## src/rtl/bist_controller_if.sv

```systemverilog
// rtl/bist_controller_if.sv - BIST controller handshake/status bundle (abort exists only with BIST_ABORT_EN)
interface bist_controller_if #(
    parameter int CNT_W     = 8,
    parameter int SIG_WIDTH = 16
);
    logic                 start;
`ifdef BIST_ABORT_EN
    logic                 abort;
`endif
    logic [SIG_WIDTH-1:0] misr_sig;
    logic [SIG_WIDTH-1:0] golden_sig;
    logic                 gen_rst;
    logic                 test_mode;
    logic                 misr_clr;
    logic                 misr_en;
    logic [CNT_W-1:0]     pat_cnt;
    logic                 busy;
    logic                 done;
    logic                 pass;
    logic                 fail;

    modport master (
`ifdef BIST_ABORT_EN
        input  abort,
`endif
        input  start, misr_sig, golden_sig,
        output gen_rst, test_mode, misr_clr, misr_en, pat_cnt, busy, done, pass, fail
    );

    modport slave (
`ifdef BIST_ABORT_EN
        output abort,
`endif
        output start, misr_sig, golden_sig,
        input  gen_rst, test_mode, misr_clr, misr_en, pat_cnt, busy, done, pass, fail
    );
endinterface

```

## src/rtl/bist_controller.sv

```systemverilog
// rtl/bist_controller.sv - logic BIST run sequencer (seed, run, settle, check); abort under BIST_ABORT_EN
module bist_controller #(
    parameter int PATTERN_COUNT = 255,
    parameter int CNT_W         = 8,
    parameter int SIG_WIDTH     = 16
) (
    input  logic               clk,
    input  logic               rst,
    bist_controller_if.master  bif
);
    typedef enum logic [2:0] {IDLE, SEED, RUN, SETTLE, CHECK, DONE} state_t;

    // Compared against the pre-increment count, so PATTERN_COUNT = 2^CNT_W lands on all-ones.
    localparam logic [CNT_W-1:0] LAST = CNT_W'(PATTERN_COUNT - 1);

    state_t           state, nxt;
    logic [CNT_W-1:0] pat_cnt;
    logic             gen_rst, test_mode, misr_clr, misr_en, busy, done, pass, fail;
    logic             sig_match;
    logic             abort_req;

`ifdef BIST_ABORT_EN
    assign abort_req = bif.abort;
`else
    assign abort_req = 1'b0;
`endif

    assign sig_match = (SIG_WIDTH'(bif.misr_sig) == SIG_WIDTH'(bif.golden_sig));

    always_comb begin
        nxt = state;
        case (state)
            IDLE:    if (bif.start) nxt = SEED;
            SEED:    nxt = RUN;
            RUN:     if (pat_cnt == LAST) nxt = SETTLE;
            SETTLE:  nxt = CHECK;
            CHECK:   nxt = DONE;
            DONE:    if (bif.start) nxt = SEED;
            default: nxt = IDLE;
        endcase
        if (abort_req && (state inside {SEED, RUN, SETTLE, CHECK}))
            nxt = IDLE;
    end

    // Outputs are registered from the next state so they line up with the state register.
    always_ff @(posedge clk) begin
        if (rst) begin
            state     <= IDLE;
            pat_cnt   <= '0;
            gen_rst   <= 1'b1;
            test_mode <= 1'b0;
            misr_clr  <= 1'b0;
            misr_en   <= 1'b0;
            busy      <= 1'b0;
            done      <= 1'b0;
            pass      <= 1'b0;
            fail      <= 1'b0;
        end else begin
            state     <= nxt;
            gen_rst   <= (nxt inside {IDLE, SEED, DONE});
            test_mode <= (nxt inside {SEED, RUN, SETTLE, CHECK});
            busy      <= (nxt inside {SEED, RUN, SETTLE, CHECK});
            misr_clr  <= (nxt == SEED);
            misr_en   <= (nxt == RUN);
            done      <= (nxt == DONE);

            if (nxt == SEED)
                pat_cnt <= '0;
            else if (state == RUN)
                pat_cnt <= pat_cnt + CNT_W'(1);

            // Verdict is cleared as soon as DONE is left, so it is only ever visible in DONE.
            if (state == CHECK && nxt == DONE) begin
                pass <= sig_match;
                fail <= !sig_match;
            end else if (nxt != DONE) begin
                pass <= 1'b0;
                fail <= 1'b0;
            end
        end
    end

    assign bif.gen_rst   = gen_rst;
    assign bif.test_mode = test_mode;
    assign bif.misr_clr  = misr_clr;
    assign bif.misr_en   = misr_en;
    assign bif.pat_cnt   = pat_cnt;
    assign bif.busy      = busy;
    assign bif.done      = done;
    assign bif.pass      = pass;
    assign bif.fail      = fail;
endmodule

```

## src/flat_wrapper.sv

```systemverilog
// flat-port wrapper written by rule: the top's interface ports become plain ports
module bist_controller_flat 
#(
    parameter int PATTERN_COUNT = 255,
    parameter int CNT_W         = 8,
    parameter int SIG_WIDTH     = 16
)
  (clk, rst, bif_start, bif_misr_sig, bif_golden_sig, bif_gen_rst, bif_test_mode, bif_misr_clr, bif_misr_en, bif_pat_cnt, bif_busy, bif_done, bif_pass, bif_fail);
  bist_controller_if #(.CNT_W(CNT_W), .SIG_WIDTH(SIG_WIDTH)) bif_i ();
  input  logic clk;
  input  logic rst;
  input wire logic [$bits(bif_i.start)-1:0] bif_start;
  input wire logic [$bits(bif_i.misr_sig)-1:0] bif_misr_sig;
  input wire logic [$bits(bif_i.golden_sig)-1:0] bif_golden_sig;
  output wire logic [$bits(bif_i.gen_rst)-1:0] bif_gen_rst;
  output wire logic [$bits(bif_i.test_mode)-1:0] bif_test_mode;
  output wire logic [$bits(bif_i.misr_clr)-1:0] bif_misr_clr;
  output wire logic [$bits(bif_i.misr_en)-1:0] bif_misr_en;
  output wire logic [$bits(bif_i.pat_cnt)-1:0] bif_pat_cnt;
  output wire logic [$bits(bif_i.busy)-1:0] bif_busy;
  output wire logic [$bits(bif_i.done)-1:0] bif_done;
  output wire logic [$bits(bif_i.pass)-1:0] bif_pass;
  output wire logic [$bits(bif_i.fail)-1:0] bif_fail;
  assign bif_i.start = bif_start;
  assign bif_i.misr_sig = bif_misr_sig;
  assign bif_i.golden_sig = bif_golden_sig;
  assign bif_gen_rst = bif_i.gen_rst;
  assign bif_test_mode = bif_i.test_mode;
  assign bif_misr_clr = bif_i.misr_clr;
  assign bif_misr_en = bif_i.misr_en;
  assign bif_pat_cnt = bif_i.pat_cnt;
  assign bif_busy = bif_i.busy;
  assign bif_done = bif_i.done;
  assign bif_pass = bif_i.pass;
  assign bif_fail = bif_i.fail;
  bist_controller #(.PATTERN_COUNT(PATTERN_COUNT), .CNT_W(CNT_W), .SIG_WIDTH(SIG_WIDTH)) u_core (.clk(clk), .rst(rst), .bif(bif_i));
endmodule
```

## config.mk

```make
export PLATFORM = sky130hd
export DESIGN_NAME = bist_controller_flat
export DESIGN_NICKNAME = d
export VERILOG_FILES = /design/src/rtl/bist_controller_if.sv /design/src/rtl/bist_controller.sv /design/src/flat_wrapper.sv
export SDC_FILE = /design/constraint.sdc
export NUM_CORES = 1
export LEC_CHECK = 0
export CORE_UTILIZATION = 40
export CTS_BUF_LIST = sky130_fd_sc_hd__clkbuf_2
export DETAILED_ROUTE_END_ITERATION = 10
export PLACE_DENSITY_LB_ADDON = 0.3
export SKIP_LAST_GASP = 1
export SYNTH_ARGS = -nofsm -noshare
export SYNTH_HDL_FRONTEND = slang
export SYNTH_SLANG_ARGS = --single-unit
```

## constraint.sdc

```tcl
create_clock -name clk -period 1.4 [get_ports clk]
set_input_delay 0.21 -clock clk [delete_from_list [all_inputs] [get_ports clk]]
set_output_delay 0.21 -clock clk [all_outputs]
set_load 0.01 [all_outputs]
```

==> results.py <==
metrics = {
    "die": {
        "row_count": 17,
        "initial_core_util_pct": 42.53,
        "io_pins": 51,
        "dieArea_um2": 2550,
        "die_h_um": 50.50,
        "core_area_um2": 2212,
        "die_w_um": 50.50,
    },
    "drt": {
        "initialDrtViolationCount": 6,
        "totalWireLength_um": 2249,
        "antenna_left": 0,
        "first_pass_iters": 4,
        "vias": 960,
        "drt-vias-per-instance": 5.053,
        "route.detailed.wl_per_inst_um": 11.84,
        "drcViolationCount": 0,
    },
    "worst_setup_path": {
        "slowest_stage": "clkdlybuf4s50_1",
        "critPathTopFamily": "buffers and inverters",
        "crit_path_end_kind": "primary output",
        "cp.depth": 1,
        "crit_chain": "clkdlybuf4s50_1",
        "r2r_cells": 5,
        "crit_required_ns": 1.19,
        "worstPathArrival_ns": 1.16,
        "critPathMaxStageDelay_ns": 0.53,
        "critPathMaxFanout": 2,
        "start_kind": "flip-flop",
        "path_class": "flip-flop to primary output",
        "cp.buffers_inverters": 1,
    },
    "clocking": {
        "clock-root-buffer": "clkbuf_2",
        "h-tree-depth": 1,
        "cts_sinks": 18,
        "cts.path.max_buffers": 2,
        "path_clk_slew_ns": 0.15,
        "cts_tree": "done",
        "hold_buffers": 0,
        "clk_latency_ns": 0.28,
        "numCtsBuffers": 3,
    },
    "power": {
        "vdd_drop_max_mv": 0.4397,
        "p_per_area_nw_per_um2": 676.0,
        "leakagePower_nw": 0.7614,
    },
    "final_layout": {
        "final_core_util_pct": 70.93,
        "design_area_um2": 1569,
        "fin_cells": 190,
        "fillCellCount": 187,
        "syn2layout_area_growth_pct": 66.75,
        "antennaDiodeCount": 0,
        "drive_gt1_share_pct": 16.05,
        "final_nets": 201,
    },
    "synthesis": {
        "async_reset_ff_share_pct": 0,
        "yosysTopAreaCell": "dfxtp_1",
        "ys_ff_latch": 18,
        "synth_flop_cell": "dfxtp_1",
        "syn_nets": 140,
        "syn_avg_cell_area_um2": 9.135,
        "synth.distinct_cells": 25,
        "synth_area_um2": 940.9,
        "yosys-top-cells-area": "dfxtp_1 38%, xor2_1 20%, nor2_1 5.2%",
        "synth-edff-count": 0,
        "syn_inst": 103,
        "synth_top_area_share_pct": 38.30,
        "synth.most_common_cell": "xor2_1",
        "synth-seq-area-share_pct": 38.30,
        "netlist_top_cells_count": "22 x xor2_1, 18 x dfxtp_1, 13 x nor2_1",
        "ys_warn_count": 0,
    },
    "sta": {
        "hold_violations": 0,
        "slew_headroom_pct": 75.77,
        "setup_viol_count_final": 0,
        "fin_crit_sh_pct": 98.18,
        "holdWs_ns": 0.5044,
        "drv_slew": 0,
        "worstMarginPinSlew_ns": 0.3631,
        "fin_skew_ns": 0.005169,
        "fmax_ghz": 0.7275,
        "setup-tns-final_ns": 0,
        "period_minus_slack_ns": 1.375,
        "rsz0062_at_grt": "true",
    },
    "placement": {
        "port_buffers": 50,
        "dpl.hpwl_um": 1750,
        "gp_congestion": 0.7993,
        "dp.cells": 184,
        "placed_cell_area_um2": 1495,
    },
    "outcome": {
        "status": "finished, final reports clean",
    },
    "grt": {
        "grt_max_degree": 10,
        "first_global_vias": 910,
        "grt_pass1_wl_um": 3712,
        "antenna_found_initial": 0,
        "track_usage_pct": 18.69,
        "overflow": 0,
    },
    "min_path": {
        "hold_depth": 2,
        "hold_class": "flip-flop to flip-flop",
    },
    "job": {
        "drv_cap": 0,
    },
}
==> through the flow <==
step           total power (W)  setup slack (ns)
5_1_grt               0.001128          -0.03065
3_3_place_gp         0.0008644           -0.1514
4_1_cts               0.001062          0.001819
2_1_floorplan        0.0007011           0.07030
3_5_place_dp         0.0008774           -0.1696
6_report              0.001061           0.02549
==> layout by cell type, fill, tap and decap left out, types with 2 or more instances in the layout <==
cell             count
inv_1                2
a21oi_1              6
dfxtp_4              3
dlymetal6s2s_1       9
xor2_1              22
dlygate4sd2_1        5
nand3b_1             3
dfxtp_1              8
ha_1                 2
nand4_1              7
clkbuf_2             3
and3_1               3
xnor2_1              3
dfxtp_2              7
clkdlybuf4s50_1     36
buf_4               10
nand2_1              4
nor2_1              13
nor4_1               4
nor3_1               2
==> routing by layer <==
layer / global-route usage (%) / share of wire (%) / vias up
li1: - / - / 473
met1: 22.41 / 41 / 430
met2: 34.22 / 50 / 55
met3: 3.030 / 8.0 / 2
met4: 4.630 / 0.40 / 0
met5: 0 / 0 / -
==> worst min-delay path: cells and delay by family (launching register included) <==
family,cells,cell delay [ns]
AO/OA/AOI/OAI,1,0.06
flip-flops,1,0.35
AND/OR/NAND/NOR,1,0.07
==> registers in the layout (all words and copies together), names as in the netlist <==
name,cells
u_core.bif.test_mode,1
u_core.bif.misr_clr,1
u_core.bif.gen_rst,1
u_core.bif.pass,1
u_core.bif.done,1
u_core.state,3
u_core.bif.pat_cnt,8
u_core.bif.fail,1
u_core.bif.misr_en,1
==> final cells by class <==
| class | instances | area (µm²) | share of cell area, % |
|---|---|---|---|
| timing repair buffer | 60 | 591.8 | 37.72 |
| multi-input combinational | 79 | 539.3 | 34.37 |
| sequential | 18 | 380.4 | 24.24 |
| tap | 28 | 35.03 | 2.233 |
| clock buffer | 3 | 15.01 | 0.9569 |
| inverter | 2 | 7.507 | 0.4785 |
==> kinds of logic after synthesis <==
| logic type | after synthesis | share of synthesized area [%] |
|---|---|---|
| adder cells (fa/ha/maj) | 2 | 2.659 |
| XOR/XNOR | 25 | 23.27 |
| AO/OA/AOI/OAI | 11 | 7.314 |
| AND/OR/NAND/NOR | 41 | 24.07 |
| flip-flops | 18 | 38.30 |
| buffers and inverters | 6 | 4.388 |
==> power breakdown <==
group | internal [W] | total [W] | switching, W
Clock | 0.0000585 | 0.000201 | 0.000142
Combinational | 0.000188 | 0.000311 | 0.000123
Sequential | 0.000532 | 0.000549 | 0.0000169
Total | 0.000779 | 0.00106 | 0.000282
==> worst paths after layout <==
kind,from,to,slack [ns]
max reg2reg,u_core.state[2],u_core.bif.pat_cnt[4],0.08
max,u_core.bif.fail,bif_fail,0.03
min,u_core.bif.fail,u_core.bif.fail,0.50
min reg2reg,u_core.bif.fail,u_core.bif.fail,0.50
==> what timing repair did <==
| item | 4_1_cts | 5_1_grt |
|---|---|---|
| pin swaps | 0 | 1 |
| gates resized for setup | 17 | 10 |
| endpoints found under the setup margin | 9 | 11 |
| buffers inserted | 1 | 2 |
No activity file was read; power rests on OpenSTA's default activity.
